$ cat src/rtl/dish_washer_plant_responder_pkg.sv
// ---------------------------------------------------------------------------
// dish_washer_pkg
// Shared types and default constants for the dish-washer plant responder.
//   - state_e / ST_* : FSM state encoding (3 bits)
//   - *_DEF          : default widths, level and timing constants
//   - eff_cycles()   : maps a phase length of 0 onto 1
// ---------------------------------------------------------------------------
package dish_washer_pkg;

    localparam int LVL_W_DEF        = 8;
    localparam int CNT_W_DEF        = 8;
    localparam int FILL_LEVEL_DEF   = 8;
    localparam int LEVEL_MAX_DEF    = 200;
    localparam int DRAIN_RATE_DEF   = 2;
    localparam int DET_CYCLES_DEF   = 2;
    localparam int WASH_CYCLES_DEF  = 6;
    localparam int STORE_CYCLES_DEF = 4;

    typedef enum logic [2:0] {
        IDLE     = 3'd0,
        FILLING  = 3'd1,
        DOSING   = 3'd2,
        WASHING  = 3'd3,
        DRAINING = 3'd4,
        STORING  = 3'd5,
        FINISH   = 3'd6
    } state_e;

    // Plain-vector aliases so the FSM register stays a logic vector.
    localparam logic [2:0] ST_IDLE     = IDLE;
    localparam logic [2:0] ST_FILLING  = FILLING;
    localparam logic [2:0] ST_DOSING   = DOSING;
    localparam logic [2:0] ST_WASHING  = WASHING;
    localparam logic [2:0] ST_DRAINING = DRAINING;
    localparam logic [2:0] ST_STORING  = STORING;
    localparam logic [2:0] ST_FINISH   = FINISH;

    // A phase length of zero would make the timer load -1; treat it as 1.
    function automatic int eff_cycles(input int p);
        return (p <= 0) ? 1 : p;
    endfunction

endpackage

$ cat src/rtl/dish_washer_plant_responder_if.sv
// ---------------------------------------------------------------------------
// dish_washer_plant_responder_if
// Controller <-> plant signal bundle.
//   master : the washing controller (drives valves/lock/done, reads sensors)
//   slave  : the plant responder  (reads valves/lock/done, drives sensors)
// Sensor outputs are one-cycle pulses; Level is for observation only.
// ---------------------------------------------------------------------------
interface dish_washer_plant_responder_if
    import dish_washer_pkg::*;
#(
    parameter int LVL_W = LVL_W_DEF
);
    logic             Fill_valve_on;
    logic             Fill_valve_second_on;
    logic             Drained_valve_on;
    logic             Door_Lock;
    logic             Done;
    logic             Filled;
    logic             Detergent_Added;
    logic             Washing_Timeout;
    logic             Drained;
    logic             Store_Timeout;
    logic [LVL_W-1:0] Level;

    modport master (
        output Fill_valve_on, Fill_valve_second_on, Drained_valve_on, Door_Lock, Done,
        input  Filled, Detergent_Added, Washing_Timeout, Drained, Store_Timeout, Level
    );

    modport slave (
        input  Fill_valve_on, Fill_valve_second_on, Drained_valve_on, Door_Lock, Done,
        output Filled, Detergent_Added, Washing_Timeout, Drained, Store_Timeout, Level
    );
endinterface

$ cat src/rtl/dish_washer_plant_responder_level_model.sv
// ---------------------------------------------------------------------------
// dish_washer_level_model
// Saturating water-level accumulator.
//   clk, rst_n     : clock, asynchronous active-low reset (level -> 0)
//   fill_a, fill_b : fill valves, each adds 1 per cycle
//   drain_on       : drain valve, subtracts DRAIN_RATE per cycle
//   fill_inhibit   : suppresses the fill contribution (drain still acts)
//   level          : registered level
//   next_level     : value level takes at the next edge
// ---------------------------------------------------------------------------
module dish_washer_level_model
    import dish_washer_pkg::*;
#(
    parameter int LVL_W      = LVL_W_DEF,
    parameter int LEVEL_MAX  = LEVEL_MAX_DEF,
    parameter int DRAIN_RATE = DRAIN_RATE_DEF
) (
    input  logic             clk,
    input  logic             rst_n,
    input  logic             fill_a,
    input  logic             fill_b,
    input  logic             drain_on,
    input  logic             fill_inhibit,
    output logic [LVL_W-1:0] level,
    output logic [LVL_W-1:0] next_level
);
    // Two guard bits: one for the fill carry, one for the sign after draining.
    localparam int SW = LVL_W + 2;
    localparam logic signed [SW-1:0] MAX_S   = SW'(LEVEL_MAX);
    localparam logic signed [SW-1:0] DRAIN_S = SW'(DRAIN_RATE);

    logic [LVL_W-1:0]     level_reg;
    logic [LVL_W-1:0]     level_next;
    logic [1:0]           fill_rate;
    logic signed [SW-1:0] drain_s;
    logic signed [SW-1:0] sum;

    always_comb begin
        fill_rate = fill_inhibit ? 2'd0 : ({1'b0, fill_a} + {1'b0, fill_b});
        drain_s   = drain_on ? DRAIN_S : SW'(0);
        sum       = $signed({2'b00, level_reg}) + $signed({{LVL_W{1'b0}}, fill_rate}) - drain_s;
        if (sum[SW-1])
            level_next = '0;
        else if (sum > MAX_S)
            level_next = LVL_W'(LEVEL_MAX);
        else
            level_next = sum[LVL_W-1:0];
    end

    always_ff @(posedge clk or negedge rst_n) begin
        if (!rst_n)
            level_reg <= '0;
        else
            level_reg <= level_next;
    end

    assign level      = level_reg;
    assign next_level = level_next;
endmodule

$ cat src/rtl/dish_washer_plant_responder.sv
// ---------------------------------------------------------------------------
// dish_washer_plant_responder
// Behavioural plant for the dish-washing controller: turns valve/lock/done
// commands into the Filled / Detergent_Added / Washing_Timeout / Drained /
// Store_Timeout pulses the controller waits for.
//   Clock   : system clock, rising edge
//   Reset_n : asynchronous active-low reset
//   bus     : slave side of dish_washer_plant_responder_if
// Build option DOOR_INTERLOCK_EN: with Door_Lock low the WASHING/STORING
// timers freeze and the fill valves have no effect while FILLING. Without
// it Door_Lock is ignored.
// ---------------------------------------------------------------------------
module dish_washer_plant_responder
    import dish_washer_pkg::*;
#(
    parameter int LVL_W        = LVL_W_DEF,
    parameter int FILL_LEVEL   = FILL_LEVEL_DEF,
    parameter int LEVEL_MAX    = LEVEL_MAX_DEF,
    parameter int DRAIN_RATE   = DRAIN_RATE_DEF,
    parameter int CNT_W        = CNT_W_DEF,
    parameter int DET_CYCLES   = DET_CYCLES_DEF,
    parameter int WASH_CYCLES  = WASH_CYCLES_DEF,
    parameter int STORE_CYCLES = STORE_CYCLES_DEF
) (
    input logic                           Clock,
    input logic                           Reset_n,
    dish_washer_plant_responder_if.slave  bus
);
    localparam logic [CNT_W-1:0] DET_LOAD   = CNT_W'(eff_cycles(DET_CYCLES) - 1);
    localparam logic [CNT_W-1:0] WASH_LOAD  = CNT_W'(eff_cycles(WASH_CYCLES) - 1);
    localparam logic [CNT_W-1:0] STORE_LOAD = CNT_W'(eff_cycles(STORE_CYCLES) - 1);
    localparam logic [LVL_W-1:0] FILL_LVL_V = LVL_W'(FILL_LEVEL);

    // Pulse vector bit order.
    localparam int P_FILLED = 0;
    localparam int P_DET    = 1;
    localparam int P_WASH   = 2;
    localparam int P_DRAIN  = 3;
    localparam int P_STORE  = 4;

    logic [2:0]       state_reg, state_next;
    logic [CNT_W-1:0] timer_reg, timer_next;
    logic [4:0]       pulse_reg, pulse_next;
    logic [LVL_W-1:0] level;
    logic [LVL_W-1:0] next_level;
    logic             fill_any;
    logic             door_hold;
    logic             fill_inhibit;

`ifdef DOOR_INTERLOCK_EN
    assign door_hold = ~bus.Door_Lock;
`else
    logic door_lock_unused;
    assign door_lock_unused = bus.Door_Lock;
    assign door_hold        = 1'b0;
`endif

    assign fill_any     = bus.Fill_valve_on | bus.Fill_valve_second_on;
    assign fill_inhibit = door_hold && (state_reg == ST_FILLING);

    dish_washer_level_model #(
        .LVL_W      (LVL_W),
        .LEVEL_MAX  (LEVEL_MAX),
        .DRAIN_RATE (DRAIN_RATE)
    ) u_level (
        .clk          (Clock),
        .rst_n        (Reset_n),
        .fill_a       (bus.Fill_valve_on),
        .fill_b       (bus.Fill_valve_second_on),
        .drain_on     (bus.Drained_valve_on),
        .fill_inhibit (fill_inhibit),
        .level        (level),
        .next_level   (next_level)
    );

    // Conditions are judged on next_level so the pulse lines up with the
    // edge at which the level actually reaches the threshold.
    always_comb begin
        state_next = state_reg;
        timer_next = timer_reg;
        pulse_next = '0;
        case (state_reg)
            ST_IDLE: begin
                if (fill_any)
                    state_next = ST_FILLING;
            end
            ST_FILLING: begin
                if (next_level >= FILL_LVL_V) begin
                    pulse_next[P_FILLED] = 1'b1;
                    timer_next           = DET_LOAD;
                    state_next           = ST_DOSING;
                end
            end
            ST_DOSING: begin
                if (timer_reg == '0) begin
                    pulse_next[P_DET] = 1'b1;
                    timer_next        = WASH_LOAD;
                    state_next        = ST_WASHING;
                end else begin
                    timer_next = timer_reg - 1'b1;
                end
            end
            ST_WASHING: begin
                if (!door_hold) begin
                    if (timer_reg == '0) begin
                        pulse_next[P_WASH] = 1'b1;
                        state_next         = ST_DRAINING;
                    end else begin
                        timer_next = timer_reg - 1'b1;
                    end
                end
            end
            ST_DRAINING: begin
                if (bus.Drained_valve_on && (next_level == '0)) begin
                    pulse_next[P_DRAIN] = 1'b1;
                    timer_next          = STORE_LOAD;
                    state_next          = ST_STORING;
                end
            end
            ST_STORING: begin
                if (!door_hold) begin
                    if (timer_reg == '0) begin
                        pulse_next[P_STORE] = 1'b1;
                        state_next          = ST_FINISH;
                    end else begin
                        timer_next = timer_reg - 1'b1;
                    end
                end
            end
            ST_FINISH: begin
                if (bus.Done)
                    state_next = ST_IDLE;
            end
            default: state_next = ST_IDLE;
        endcase
    end

    always_ff @(posedge Clock or negedge Reset_n) begin
        if (!Reset_n) begin
            state_reg <= ST_IDLE;
            timer_reg <= '0;
            pulse_reg <= '0;
        end else begin
            state_reg <= state_next;
            timer_reg <= timer_next;
            pulse_reg <= pulse_next;
        end
    end

    assign bus.Filled          = pulse_reg[P_FILLED];
    assign bus.Detergent_Added = pulse_reg[P_DET];
    assign bus.Washing_Timeout = pulse_reg[P_WASH];
    assign bus.Drained         = pulse_reg[P_DRAIN];
    assign bus.Store_Timeout   = pulse_reg[P_STORE];
    assign bus.Level           = level;
endmodule

$ cat src/flat_wrapper.sv
// flat-port wrapper written by rule: the top's interface ports become plain ports
module dish_washer_plant_responder_flat import dish_washer_pkg::*;
#(
    parameter int LVL_W        = LVL_W_DEF,
    parameter int FILL_LEVEL   = FILL_LEVEL_DEF,
    parameter int LEVEL_MAX    = LEVEL_MAX_DEF,
    parameter int DRAIN_RATE   = DRAIN_RATE_DEF,
    parameter int CNT_W        = CNT_W_DEF,
    parameter int DET_CYCLES   = DET_CYCLES_DEF,
    parameter int WASH_CYCLES  = WASH_CYCLES_DEF,
    parameter int STORE_CYCLES = STORE_CYCLES_DEF
)
  (Clock, Reset_n, bus_Fill_valve_on, bus_Fill_valve_second_on, bus_Drained_valve_on, bus_Door_Lock, bus_Done, bus_Filled, bus_Detergent_Added, bus_Washing_Timeout, bus_Drained, bus_Store_Timeout, bus_Level);
  dish_washer_plant_responder_if #(.LVL_W(LVL_W)) bus_i ();
  input logic Clock;
  input logic Reset_n;
  input wire logic [$bits(bus_i.Fill_valve_on)-1:0] bus_Fill_valve_on;
  input wire logic [$bits(bus_i.Fill_valve_second_on)-1:0] bus_Fill_valve_second_on;
  input wire logic [$bits(bus_i.Drained_valve_on)-1:0] bus_Drained_valve_on;
  input wire logic [$bits(bus_i.Door_Lock)-1:0] bus_Door_Lock;
  input wire logic [$bits(bus_i.Done)-1:0] bus_Done;
  output wire logic [$bits(bus_i.Filled)-1:0] bus_Filled;
  output wire logic [$bits(bus_i.Detergent_Added)-1:0] bus_Detergent_Added;
  output wire logic [$bits(bus_i.Washing_Timeout)-1:0] bus_Washing_Timeout;
  output wire logic [$bits(bus_i.Drained)-1:0] bus_Drained;
  output wire logic [$bits(bus_i.Store_Timeout)-1:0] bus_Store_Timeout;
  output wire logic [$bits(bus_i.Level)-1:0] bus_Level;
  assign bus_i.Fill_valve_on = bus_Fill_valve_on;
  assign bus_i.Fill_valve_second_on = bus_Fill_valve_second_on;
  assign bus_i.Drained_valve_on = bus_Drained_valve_on;
  assign bus_i.Door_Lock = bus_Door_Lock;
  assign bus_i.Done = bus_Done;
  assign bus_Filled = bus_i.Filled;
  assign bus_Detergent_Added = bus_i.Detergent_Added;
  assign bus_Washing_Timeout = bus_i.Washing_Timeout;
  assign bus_Drained = bus_i.Drained;
  assign bus_Store_Timeout = bus_i.Store_Timeout;
  assign bus_Level = bus_i.Level;
  dish_washer_plant_responder #(.LVL_W(LVL_W), .FILL_LEVEL(FILL_LEVEL), .LEVEL_MAX(LEVEL_MAX), .DRAIN_RATE(DRAIN_RATE), .CNT_W(CNT_W), .DET_CYCLES(DET_CYCLES), .WASH_CYCLES(WASH_CYCLES), .STORE_CYCLES(STORE_CYCLES)) u_core (.Clock(Clock), .Reset_n(Reset_n), .bus(bus_i));
endmodule
$ cat config.mk
export PLATFORM = sky130hd
export DESIGN_NAME = dish_washer_plant_responder_flat
export DESIGN_NICKNAME = d
export VERILOG_FILES = /design/src/rtl/dish_washer_plant_responder_pkg.sv /design/src/rtl/dish_washer_plant_responder_if.sv /design/src/rtl/dish_washer_plant_responder_level_model.sv /design/src/rtl/dish_washer_plant_responder.sv /design/src/flat_wrapper.sv
export SDC_FILE = /design/constraint.sdc
export NUM_CORES = 1
export LEC_CHECK = 0
export CELL_PAD_IN_SITES_DETAIL_PLACEMENT = 0
export CELL_PAD_IN_SITES_GLOBAL_PLACEMENT = 1
export CORE_ASPECT_RATIO = 1.75
export CORE_MARGIN = 5
export CORE_UTILIZATION = 48
export DETAILED_ROUTE_END_ITERATION = 10
export DONT_BUFFER_PORTS = 1
export PLACE_DENSITY = 0.9
export SYNTH_ARGS = -nofsm -noshare
export SYNTH_HDL_FRONTEND = slang
export SYNTH_SLANG_ARGS = --single-unit
$ cat constraint.sdc
create_clock -name Clock -period 4.5 [get_ports Clock]
set_clock_uncertainty 0.05 [all_clocks]
set_input_delay 0.225 -clock Clock [delete_from_list [all_inputs] [get_ports Clock]]
set_output_delay 0.225 -clock Clock [all_outputs]
set_load 0.02 [all_outputs]
## Word level (Yosys, flattened, before mapping)

Index checks and enable logic that the tools add are counted.
W data, S select, Z words.

| word-level totals | value |
|---|---|
| memories kept | 0 |
| bits of input ports | 7 |
| logic and storage cells | 57 |
| register bits after elaboration | 24 |
| ROM bits | 0 |
| bits in writable memories | 0 |
| latch bits | 0 |
| output and inout port bits | 13 |

| operators by class | value |
|---|---|
| div/mod/pow operators | 0 |
| reduce and logical (&&, ||, !) cells | 8 |
| mux-type cells | 24 |
| shift-type cells | 0 |
| equal/unequal tests | 14 |
| $add $sub $neg | 4 |
| $mul | 0 |
| bitwise gates (word level) | 1 |
| magnitude comparators | 2 |

Operators with widths:

| kind | count |
|---|---|
| $mux W8 | 6 |
| $pmux W8 S4 | 1 |
| $mux W3 | 7 |
| $pmux W3 S7 | 1 |
| $logic_not A8 Y1 | 2 |
| $gt A10 B9 Y1 const B | 1 |
| $ne A2 B1 Y1 const B | 5 |
| $sub A9 B2 Y10 | 1 |
| $add A8 B2 Y9 | 1 |
| $eq A3 B3 Y1 const B | 3 |
| $ge A8 B4 Y1 const B | 1 |
| $mux W1 | 8 |
| $sub A8 B1 Y8 const B | 1 |
| $reduce_and A7 Y1 | 1 |
| $eq A3 B2 Y1 const B | 2 |
| $ne A2 B2 Y1 const B | 3 |
| $reduce_and A4 Y1 | 1 |
| $reduce_bool A4 Y1 | 1 |
| $eq A3 B1 Y1 const B | 1 |
| $logic_not A3 Y1 | 1 |
| $add A1 B1 Y2 | 1 |
| $mux W2 | 1 |
| $reduce_or A2 Y1 | 1 |
| $logic_and A1 B1 Y1 | 1 |
| $or A1 B1 Y1 | 1 |

## Depth between registers and ports, before layout

Gate-level depths: netlist of the first run.

| logic depth | value |
|---|---|
| depth in word-level cells | 10 |
| mapped depth | 13 |
| gate-level depth less buffers | 12 |

## Modules after synthesis

From an unflattened synthesis of the first run, not the netlist that was laid out.

| unflattened totals | value |
|---|---|
| cells, all modules | 181 |
| area total of the unflattened synthesis | 1,721.7 µm² |

By module, submodules not included:

| module | sequential area each (µm²) | instances | area each (µm²) | cells an instance |
|---|---|---|---|---|
| dish_washer_plant_responder | 400.4 | 1 | 939.7 | 99 |
| dish_washer_level_model | 200.2 | 1 | 782.0 | 82 |

## Least setup slack after synthesis of the first run

Ideal clock, no wire load.

| timing | value |
|---|---|
| path kind | reg2reg |
| start | register u_core.u_level.level_reg[0], in the netlist u_core.u_level.level[0] |
| end | register u_core.timer_reg[1] |
| setup time | 0.125 ns |
| stages on the path, launching flop included | 12 |
| setup slack | 1.052 ns |
| path buffers | 0 |
| period minus slack after synthesis | 3.448 ns |
| data arrival time | 3.273 ns |
| required time | 4.325 ns |
| path through | dfrtp_1 inv_1 fa_1 ha_1 nand2b_1 a21bo_2 and2b_1 o311a_2 or4_4 a22oi_4 a21o_4 mux2_4 |

| between the ends | value |
|---|---|
| cells in the longest elaborated chain, start to end | 9 |
| elaborated cells between the ends (all ways) | 11 |
| those cells by class | 2 x add/sub; 2 x order compare; 2 x eq/ne; 2 x mux; 3 x reduce/logical |

Ends and longest elaborated chain:

| what | line | text |
|---|---|---|
| from (decl) | dish_washer_plant_responder_level_model.sv:32 | `logic [LVL_W-1:0] level_reg;` |
| from (signal assigned) | dish_washer_plant_responder_level_model.sv:54 | `level_reg <= level_next;` |
| $add A8 B2 Y9 * | dish_washer_plant_responder_level_model.sv:41 | `sum = $signed({2'b00, level_reg}) + $signed({{LVL_W{1'b0}}, fill_rate}) - drain_s;` |
| $sub A9 B2 Y10 * | dish_washer_plant_responder_level_model.sv:41 |  |
| $gt A10 B9 Y1 | dish_washer_plant_responder_level_model.sv:44 | `else if (sum > MAX_S)` |
| $mux W8 | dish_washer_plant_responder_level_model.sv:44 |  |
| $mux W8 * | dish_washer_plant_responder_level_model.sv:42 | `if (sum[SW-1])` |
| parallel branches: the longest is 3 deep, another holds $ge A8 B4 Y1 | - |  |
| $reduce_and A4 Y1 (no line) * | - |  |
| to (signal assigned) | dish_washer_plant_responder.sv:145 | `timer_reg <= timer_next;` |
| to (decl) | dish_washer_plant_responder.sv:42 | `logic [CNT_W-1:0] timer_reg, timer_next;` |

Every way passes the cells marked *.
A chain may end at the register's enable or synchronous reset.

## Worst setup path after layout of the first run

Ends and elaborated chain as after synthesis.

==> reports/qor.yml, run 1 <==
first_global_vias: 1595
worstHoldEndpoint: "u_core.state_reg[2]$_DFFE_PN0P_"
largest_buffer_count_on_any_clock_path: 2
clock_period_minus_final_worst_setup_slack_ns: 3.65
rsz_0062_raised_after_global_routing: "false"
worst-path-max-fanout: 7
synthTopCellsByArea: "sky130_fd_sc_hd__dfrtp_1 32%, sky130_fd_sc_hd__ha_1 7.9%, sky130_fd_sc_hd__nor2_1 4.1%, sky130_fd_sc_hd__inv_1 3.9%, sky130_fd_sc_hd__a21oi_1 3.2%"
slew_headroom_pct: 58.7
final-max-slew-violation-count: 0
ffs_latches_synth: 24
gr-usage-all-layers_pct: 16.4
pwr-share-seq_pct: 25.5
critPathCaptureType: "flip-flop"
result_of_the_run: "finished, final reports clean"
route.antenna.remaining_nets: 0
number_of_detailed_routing_iterations_run_before_antenna_repair: 4
insertion_delay_of_the_later_clocked_pin_in_the_worst_skew_pair_ns: 0.27
rrSetupSlack_ns: 0.85
max_freq_mhz: 274
tightest_slew_ns: 0.614
post-dp-hpwl_mm: 3.18
timing.max_cap.violations: 0
via_count: 1568
power_switching_w: 0.000827
report.final.setup_viol: 0
number_of_flops_mapped_to_enable_cells_by_yosys: 0
ctsHtreeMaxLevel: 1
gp_congestion: 0.827
power.switching_fraction_pct: 49.4
postSynthAreaPerCell_um2: 8.90
design.core.area_um2: 3870
reg2reg_from: "u_core.u_level.level[0]$_DFF_PN0_"
die_area_um2: 5380
yosys.cell_types.count: 70
synthesis.instances: 214
postRouteWirelength_mm: 4.10
finalNetCount: 232
grt_start_max_net_pins: 25
yosysWarningCount: 0
ys_dominant_reg_cell: "sky130_fd_sc_hd__dfrtp_1"
die-height_um: 93.3
flow.area_growth_from_synthesis_pct: 4.53
clk_pin_slew_ns: 0.08
cts_tree: "done"
r2r_cells: 11
worst-endpoint-arrival_ns: 3.76
total_power_w: 0.00168
netlist.area_leader.share_pct: 31.5
synth_area_leader_cell: "sky130_fd_sc_hd__dfrtp_1"
ctsResizeCount: 0
worstHoldPathType: "in2reg"
clkPwrFrac_pct: 8.8
buffer_type_at_the_clock_tree_root: "sky130_fd_sc_hd__clkbuf_8"
die-width_um: 57.6
antenna_cells: 0
number_of_cts_inserted_buffers: 3
worst_r2r_endpoint: "u_core.timer_reg[1]$_DFFE_PN0P_"
setup.worst_path.start_class: "flip-flop"
num_io_pins: 20
synth_seq_area_share_pct: 31.5
min_delay_path_depth: 2
drt-vias-per-instance: 6.05
total_leakage_power_nw: 0.900
port_buffers: 0
initial_detailed_routing_violation_count: 37
power.density_cell_area_nw_per_um2: 842
hp-start: "bus_Done"
internal-power_w: 0.000848
grt-ovfl-total: 0
finalSetupTns_ns: 0
grt_antenna_before_repair: 0
worst_ep_required_time_ns: 4.61
synth_async_sr_flop_share_pct: 100
rows: 30
grt_first_pass_wirelength_mm: 6.98
multi_input_comb_area_um2: 1170
drcViolationCount: 0
timing.setup.critical_path_class: "reg2reg"
hold_viol_final: 0
drive_gt1_share_pct: 13.3
seq_area_um2: 601
tritoncts_num_sinks: 24
detail_route.wl_per_cell_um: 15.8
final.fill_count: 388
max-vdd-ir-drop_mv: 0.361
mappedNetlistArea_um2: 1900
floorplan.initialDensity_pct: 49.3
finalCritPeriodShare_pct: 81.1
mappedNetlistNets: 234
power_frac_comb_pct: 65.7
==> cell type report <==
type / count / area share (%)
Clock buffer: 4 / 2.77
Sequential cell: 24 / 30.2
Inverter: 20 / 3.77
Tap cell: 48 / 3.02
Multi-Input combinational cell: 161 / 58.8
Timing Repair Buffer: 2 / 1.51
==> power groups by stage <==
stage | combinational, W | sequential [W] | clock, W
6_report | 0.00110 | 0.000428 | 0.000147
5_1_grt | 0.00123 | 0.000442 | 0.000163
4_1_cts | 0.00111 | 0.000427 | 0.000151
3_5_place_dp | 0.00110 | 0.000431 | 0
3_3_place_gp | 0.00108 | 0.000431 | 0
2_1_floorplan | 0.000978 | 0.000383 | 0
==> Yosys cell counts, drive strengths merged, types with 2 or more instances <==
| library cell | number |
|---|---|
| o22ai | 2 |
| or2b | 2 |
| a21o | 6 |
| a211o | 3 |
| a21oi | 15 |
| or3b | 2 |
| xor2 | 2 |
| nor3 | 6 |
| nand3 | 6 |
| nor4b | 2 |
| dfrtp | 24 |
| and3 | 4 |
| nor2 | 21 |
| or4 | 3 |
| or2 | 2 |
| nand4 | 2 |
| nand2 | 12 |
| and2 | 2 |
| inv | 20 |
| or3 | 6 |
| clkbuf | 3 |
| o21ai | 7 |
| nor3b | 2 |
| o21a | 3 |
| o211ai | 5 |
| buf | 6 |
| a211oi | 5 |
| nand2b | 4 |
| ha | 12 |
==> worst max-delay path, stage by stage, from the launching register on <==
cell                       delay [ns]
sky130_fd_sc_hd__dfrtp_1         0.46
sky130_fd_sc_hd__inv_1           0.10
sky130_fd_sc_hd__fa_1            0.47
sky130_fd_sc_hd__ha_1            0.22
sky130_fd_sc_hd__nand2b_1        0.21
sky130_fd_sc_hd__a21bo_2         0.25
sky130_fd_sc_hd__and2b_1         0.15
sky130_fd_sc_hd__o311a_2         0.43
sky130_fd_sc_hd__or4_4           0.53
sky130_fd_sc_hd__a21oi_2         0.21
sky130_fd_sc_hd__a21o_4          0.17
sky130_fd_sc_hd__mux2_4          0.30
==> worst max-delay path by stage <==
stage / from / end / slack [ns] / cells past startpoint
after floorplan: u_core.u_level.level[0]$_DFF_PN0_ / u_core.timer_reg[1]$_DFFE_PN0P_ / 1.05 / 11
after global placement: u_core.u_level.level[0]$_DFF_PN0_ / u_core.timer_reg[1]$_DFFE_PN0P_ / 0.88 / 11
after detailed placement: u_core.u_level.level[0]$_DFF_PN0_ / u_core.timer_reg[1]$_DFFE_PN0P_ / 0.85 / 11
after CTS: u_core.u_level.level[0]$_DFF_PN0_ / u_core.timer_reg[1]$_DFFE_PN0P_ / 0.84 / 11
after global routing: u_core.u_level.level[0]$_DFF_PN0_ / u_core.timer_reg[1]$_DFFE_PN0P_ / 0.66 / 11
final: u_core.u_level.level[0]$_DFF_PN0_ / u_core.timer_reg[1]$_DFFE_PN0P_ / 0.85 / 11
==> placed cells by master (no fill, tap or decap), drive strengths merged, types with 2 or more instances in the layout <==
cell,n
or4,3
a211o,3
nor2,21
nor3b,2
and2,2
or2,2
nand3,6
o211ai,5
a21oi,15
or2b,2
a21o,6
nand2b,4
a211oi,5
nand4,2
o21ai,7
nor4b,2
and3,4
or3b,2
nand2,12
nor3,6
ha,12
o21a,3
clkbuf,4
or3,6
o22ai,2
dfrtp,24
xor2,2
inv,20
==> layer usage <==
metal / GRT usage, % / vias up / wire [µm] / share of wire (%)
met5: 0 / - / 0 / 0
met4: 8.32 / 0 / 128 / 3.1
met3: 1.80 / 10 / 91 / 2.2
met2: 32.8 / 22 / 2380 / 58
met1: 15.3 / 767 / 1500 / 37
li1: - / 769 / - / -
==> timing repair <==
action	CTS	global route
hold endpoints to repair	24	0
hold buffers	2	0
setup buffers	0	0
==> cell families after synthesis <==
group / share of synthesized area, %
simple gates: 23.5
compound gates: 26.8
buf+inv: 7.03
flops: 31.5
fa+ha+maj: 8.94
xor+xnor: 1.38
mux: 0.788
==> per-stage QoR <==
stage          hold slack [ns]  instances  setup WS [ns]  instance area (µm²)  util [%]
3_5_place_dp            -0.120        253          0.853                 1910      49.3
2_1_floorplan           -0.121        214           1.05                 1900         -
3_3_place_gp            -0.120        253          0.882                 1910      49.3
6_report                 0.158        259          0.850                 1990      51.5
4_1_cts                  0.154        259          0.837                 1990      51.5
5_1_grt                  0.156        259          0.657                 1990      51.5
No activity file was read; power rests on OpenSTA's default activity.
==> inputs of run 2 (changes only) <==
--- a/config.mk
+++ b/config.mk
@@ -9,10 +9,10 @@
 export CELL_PAD_IN_SITES_GLOBAL_PLACEMENT = 1
 export CORE_ASPECT_RATIO = 1.75
 export CORE_MARGIN = 5
-export CORE_UTILIZATION = 48
+export CORE_UTILIZATION = 44
 export DETAILED_ROUTE_END_ITERATION = 10
 export DONT_BUFFER_PORTS = 1
-export PLACE_DENSITY = 0.9
+export PLACE_DENSITY = 0.87
 export SYNTH_ARGS = -nofsm -noshare
 export SYNTH_HDL_FRONTEND = slang
 export SYNTH_SLANG_ARGS = --single-unit
==> constraint.sdc (replaced) <==
create_clock -name Clock -period 3.1 [get_ports Clock]
set_clock_uncertainty 0.05 [all_clocks]
set_input_delay 0.155 -clock Clock [delete_from_list [all_inputs] [get_ports Clock]]
set_output_delay 0.155 -clock Clock [all_outputs]
set_load 0.02 [all_outputs]
==> run 2 against run 1 <==
The run now ends with negative setup slack left. Final cell count up 18%. Critical path depth unchanged. First-iteration DRC count rose to 2.5 times the previous value. Combinational power up 110%. Cell area up 24%. Non-clock buffer count up 45. Largest cell class unchanged.
==> reports/qor.yml, run 2 (synthesis gave the netlist of run 1 again) <==
total_cell_area_at_the_placement_stage_um2: 2230  # was 1910 µm²
route.antenna.remaining_nets: 0  # unchanged
detail_route.wl_per_cell_um: 16.4  # was 15.8 µm
worst-endpoint-arrival_ns: 3.36  # was 3.76 ns
initial_detailed_routing_violation_count: 94  # was 37
ctsHtreeMaxLevel: 1  # unchanged
failed_checks: "negative setup slack"
num_io_pins: 20  # unchanged
drive_gt1_share_pct: 34.4  # was 13.3%
tightest_slew_ns: 0.715  # was 0.614 ns
power_switching_w: 0.00142  # was 0.000827 W
largest_buffer_count_on_any_clock_path: 2  # unchanged
number_of_detailed_routing_iterations_run_before_antenna_repair: 4  # unchanged
setup.worst_path.start_class: "flip-flop"  # unchanged
grt_start_max_net_pins: 25  # unchanged
power.density_cell_area_nw_per_um2: 1300  # was 842 nW/µm²
clkPwrFrac_pct: 8.8  # about the same
hold_viol_final: 0  # unchanged
finalCritPeriodShare_pct: 105  # was 81.1%
antenna_cells: 0  # unchanged
timing.critical_path.to: "u_core.timer_reg[1]$_DFFE_PN0P_"  # unchanged
clk_pin_slew_ns: 0.09  # was 0.08 ns
worst_slack_ns: -0.151  # was 0.850 ns
die-height_um: 97.0  # was 93.3 µm
result_of_the_run: "finished, violations left"  # was finished, final reports clean
rrSetupSlack_ns: -0.15  # was 0.85 ns
number_of_cts_inserted_buffers: 3  # unchanged
finalNetCount: 277  # was 232
port_buffers: 0  # unchanged
flow.area_growth_from_synthesis_pct: 29.6  # was 4.53%
post-dp-hpwl_mm: 3.73  # was 3.18 mm
gp_congestion: 0.861  # was 0.827
worstHoldPathType: "in2reg"  # unchanged
power_frac_comb_pct: 73.5  # was 65.7%
grt_first_pass_wirelength_mm: 8.27  # was 6.98 mm
utilization_pct: 59.5  # was 51.5%
worst_ep_required_time_ns: 3.21  # was 4.61 ns
buffer_type_at_the_clock_tree_root: "sky130_fd_sc_hd__clkbuf_8"  # unchanged
reg2reg_from: "u_core.u_level.level[0]$_DFF_PN0_"  # unchanged
grt_antenna_before_repair: 0  # unchanged
rows: 31  # was 30
insertion_delay_of_the_later_clocked_pin_in_the_worst_skew_pair_ns: 0.27  # about the same
final.fill_count: 353  # was 388
critPathCaptureType: "flip-flop"  # unchanged
timing.max_cap.violations: 0  # unchanged
pwr-share-seq_pct: 17.7  # was 25.5%
min_delay_path_depth: 3  # was 2
clock_period_minus_final_worst_setup_slack_ns: 3.25  # was 3.65 ns
via_count: 1777  # was 1568
postRouteWirelength_mm: 4.99  # was 4.10 mm
dpl_worst_slack_ns: -0.186  # was 0.853 ns
setup.worst_path.start: "u_core.u_level.level[0]$_DFF_PN0_"  # unchanged
drt-vias-per-instance: 5.83  # was 6.05
total_leakage_power_nw: 1.14  # was 0.900 nW
internal-power_w: 0.00179  # was 0.000848 W
final-max-slew-violation-count: 0  # unchanged
report.final.setup_viol: 6  # was 0
rsz_0062_raised_after_global_routing: "true"  # was false
worst_r2r_endpoint: "u_core.timer_reg[1]$_DFFE_PN0P_"  # unchanged
power.switching_fraction_pct: 44.3  # was 49.4%
die-width_um: 59.7  # was 57.6 µm
first_global_vias: 1817  # was 1595
max-vdd-ir-drop_mv: 0.713  # was 0.361 mV
max_freq_mhz: 308  # was 274 MHz
design.core.area_um2: 4150  # was 3870 µm²
gr-usage-all-layers_pct: 18.0  # was 16.4%
cts_tree: "done"  # unchanged
die_area_um2: 5800  # was 5380 µm²
slew_headroom_pct: 51.9  # was 58.7%
drcViolationCount: 0  # unchanged
timing.setup.critical_path_class: "reg2reg"  # unchanged
stdcell_area_um2: 2470  # was 1990 µm²
mostFrequentLayoutCells: "44 x sky130_fd_sc_hd__buf_4, 22 x sky130_fd_sc_hd__dfrtp_1, 20 x sky130_fd_sc_hd__nor2_1"  # was 24 x sky130_fd_sc_hd__dfrtp_1, 21 x sky130_fd_sc_hd__nor2_1, 20 x sky130_fd_sc_hd__inv_1
tritoncts_num_sinks: 24  # unchanged
r2r_cells: 11  # unchanged
worst-path-max-fanout: 7  # unchanged
floorplan.initialDensity_pct: 45.9  # was 49.3%
grt-ovfl-total: 0  # unchanged
final_common_cell: "sky130_fd_sc_hd__buf_4"  # was sky130_fd_sc_hd__dfrtp_1
-- run 2: changes by cell type in the layout (fill, tap and decap cells not counted), sizes merged --
| cell | delta |
|---|---|
| buf | +45 |
| bufinv | +1 |
| clkbuf | -1 |
-- run 2: worst max-delay path: stages, from the launching register on --
cell and delay [ns]:
sky130_fd_sc_hd__dfrtp_2 0.38, sky130_fd_sc_hd__inv_2 0.04, sky130_fd_sc_hd__fa_2 0.39, sky130_fd_sc_hd__ha_4 0.19
sky130_fd_sc_hd__nand2b_4 0.16, sky130_fd_sc_hd__a21bo_4 0.22, sky130_fd_sc_hd__and2b_1 0.16, sky130_fd_sc_hd__o311a_4 0.36
sky130_fd_sc_hd__or4_4 0.52, sky130_fd_sc_hd__a21oi_2 0.21, sky130_fd_sc_hd__a21o_4 0.16, sky130_fd_sc_hd__mux2_4 0.30
-- run 2: worst min path at each step --
stage                         from                         endpoint  slack (ns)
after floorplan            Reset_n    u_core.pulse_reg[0]$_DFF_PN0_       -0.19
final                     bus_Done  u_core.state_reg[1]$_DFFE_PN0P_        0.09
after CTS                 bus_Done  u_core.state_reg[1]$_DFFE_PN0P_        0.09
after detailed placement   Reset_n  u_core.timer_reg[0]$_DFFE_PN0P_       -0.19
after global routing      bus_Done  u_core.state_reg[2]$_DFFE_PN0P_        0.11
after global placement     Reset_n  u_core.timer_reg[0]$_DFFE_PN0P_       -0.19
-- run 2: stage by stage --
step	total power [W]	TNS (ns)	instances	hold slack (ns)
2_1_floorplan	0.00202	-0.197	214	-0.191
3_3_place_gp	0.00267	-0.422	292	-0.190
3_5_place_dp	0.00272	-0.736	292	-0.190
4_1_cts	0.00306	-0.684	299	0.0869
5_1_grt	0.00346	-1.39	305	0.115
6_report	0.00321	-0.516	305	0.0881
-- run 2: metal layers --
| metal | wire length, µm | GRT usage, % |
|---|---|---|
| met1 | 1730 | 18.9 |
| met5 | 0 | 0 |
| met4 | 149 | 6.48 |
| met3 | 140 | 1.73 |
| met2 | 2970 | 34.3 |
-- run 2: final cells by class --
class                      instances  area [µm²]  area share, %
timing repair buffer              47         372           15.1
tap                               49        61.3           2.48
clock buffer                       3        41.3           1.67
clock inverter                     1        30.0           1.22
multi-input combinational        161        1290           52.1
sequential                        24         603           24.4
inverter                          20        75.1           3.04
-- run 2: power groups by stage --
stage,registers [W],logic (W),clock network (W)
6_report,0.000568,0.00236,0.000281
5_1_grt,0.000589,0.00257,0.000302
4_1_cts,0.000562,0.00222,0.000286
3_5_place_dp,0.000569,0.00215,0
3_3_place_gp,0.000565,0.00210,0
2_1_floorplan,0.000558,0.00146,0
-- run 2: what timing repair did --
| action | 4_1_cts | 5_1_grt |
|---|---|---|
| pin swaps | 5 | 8 |
| setup buffers | 1 | 6 |
| endpoints found under the setup margin | 8 | 11 |
| gates resized for setup | 5 | 12 |
| hold endpoints to repair | 24 | 0 |
| hold buffers | 2 | 0 |
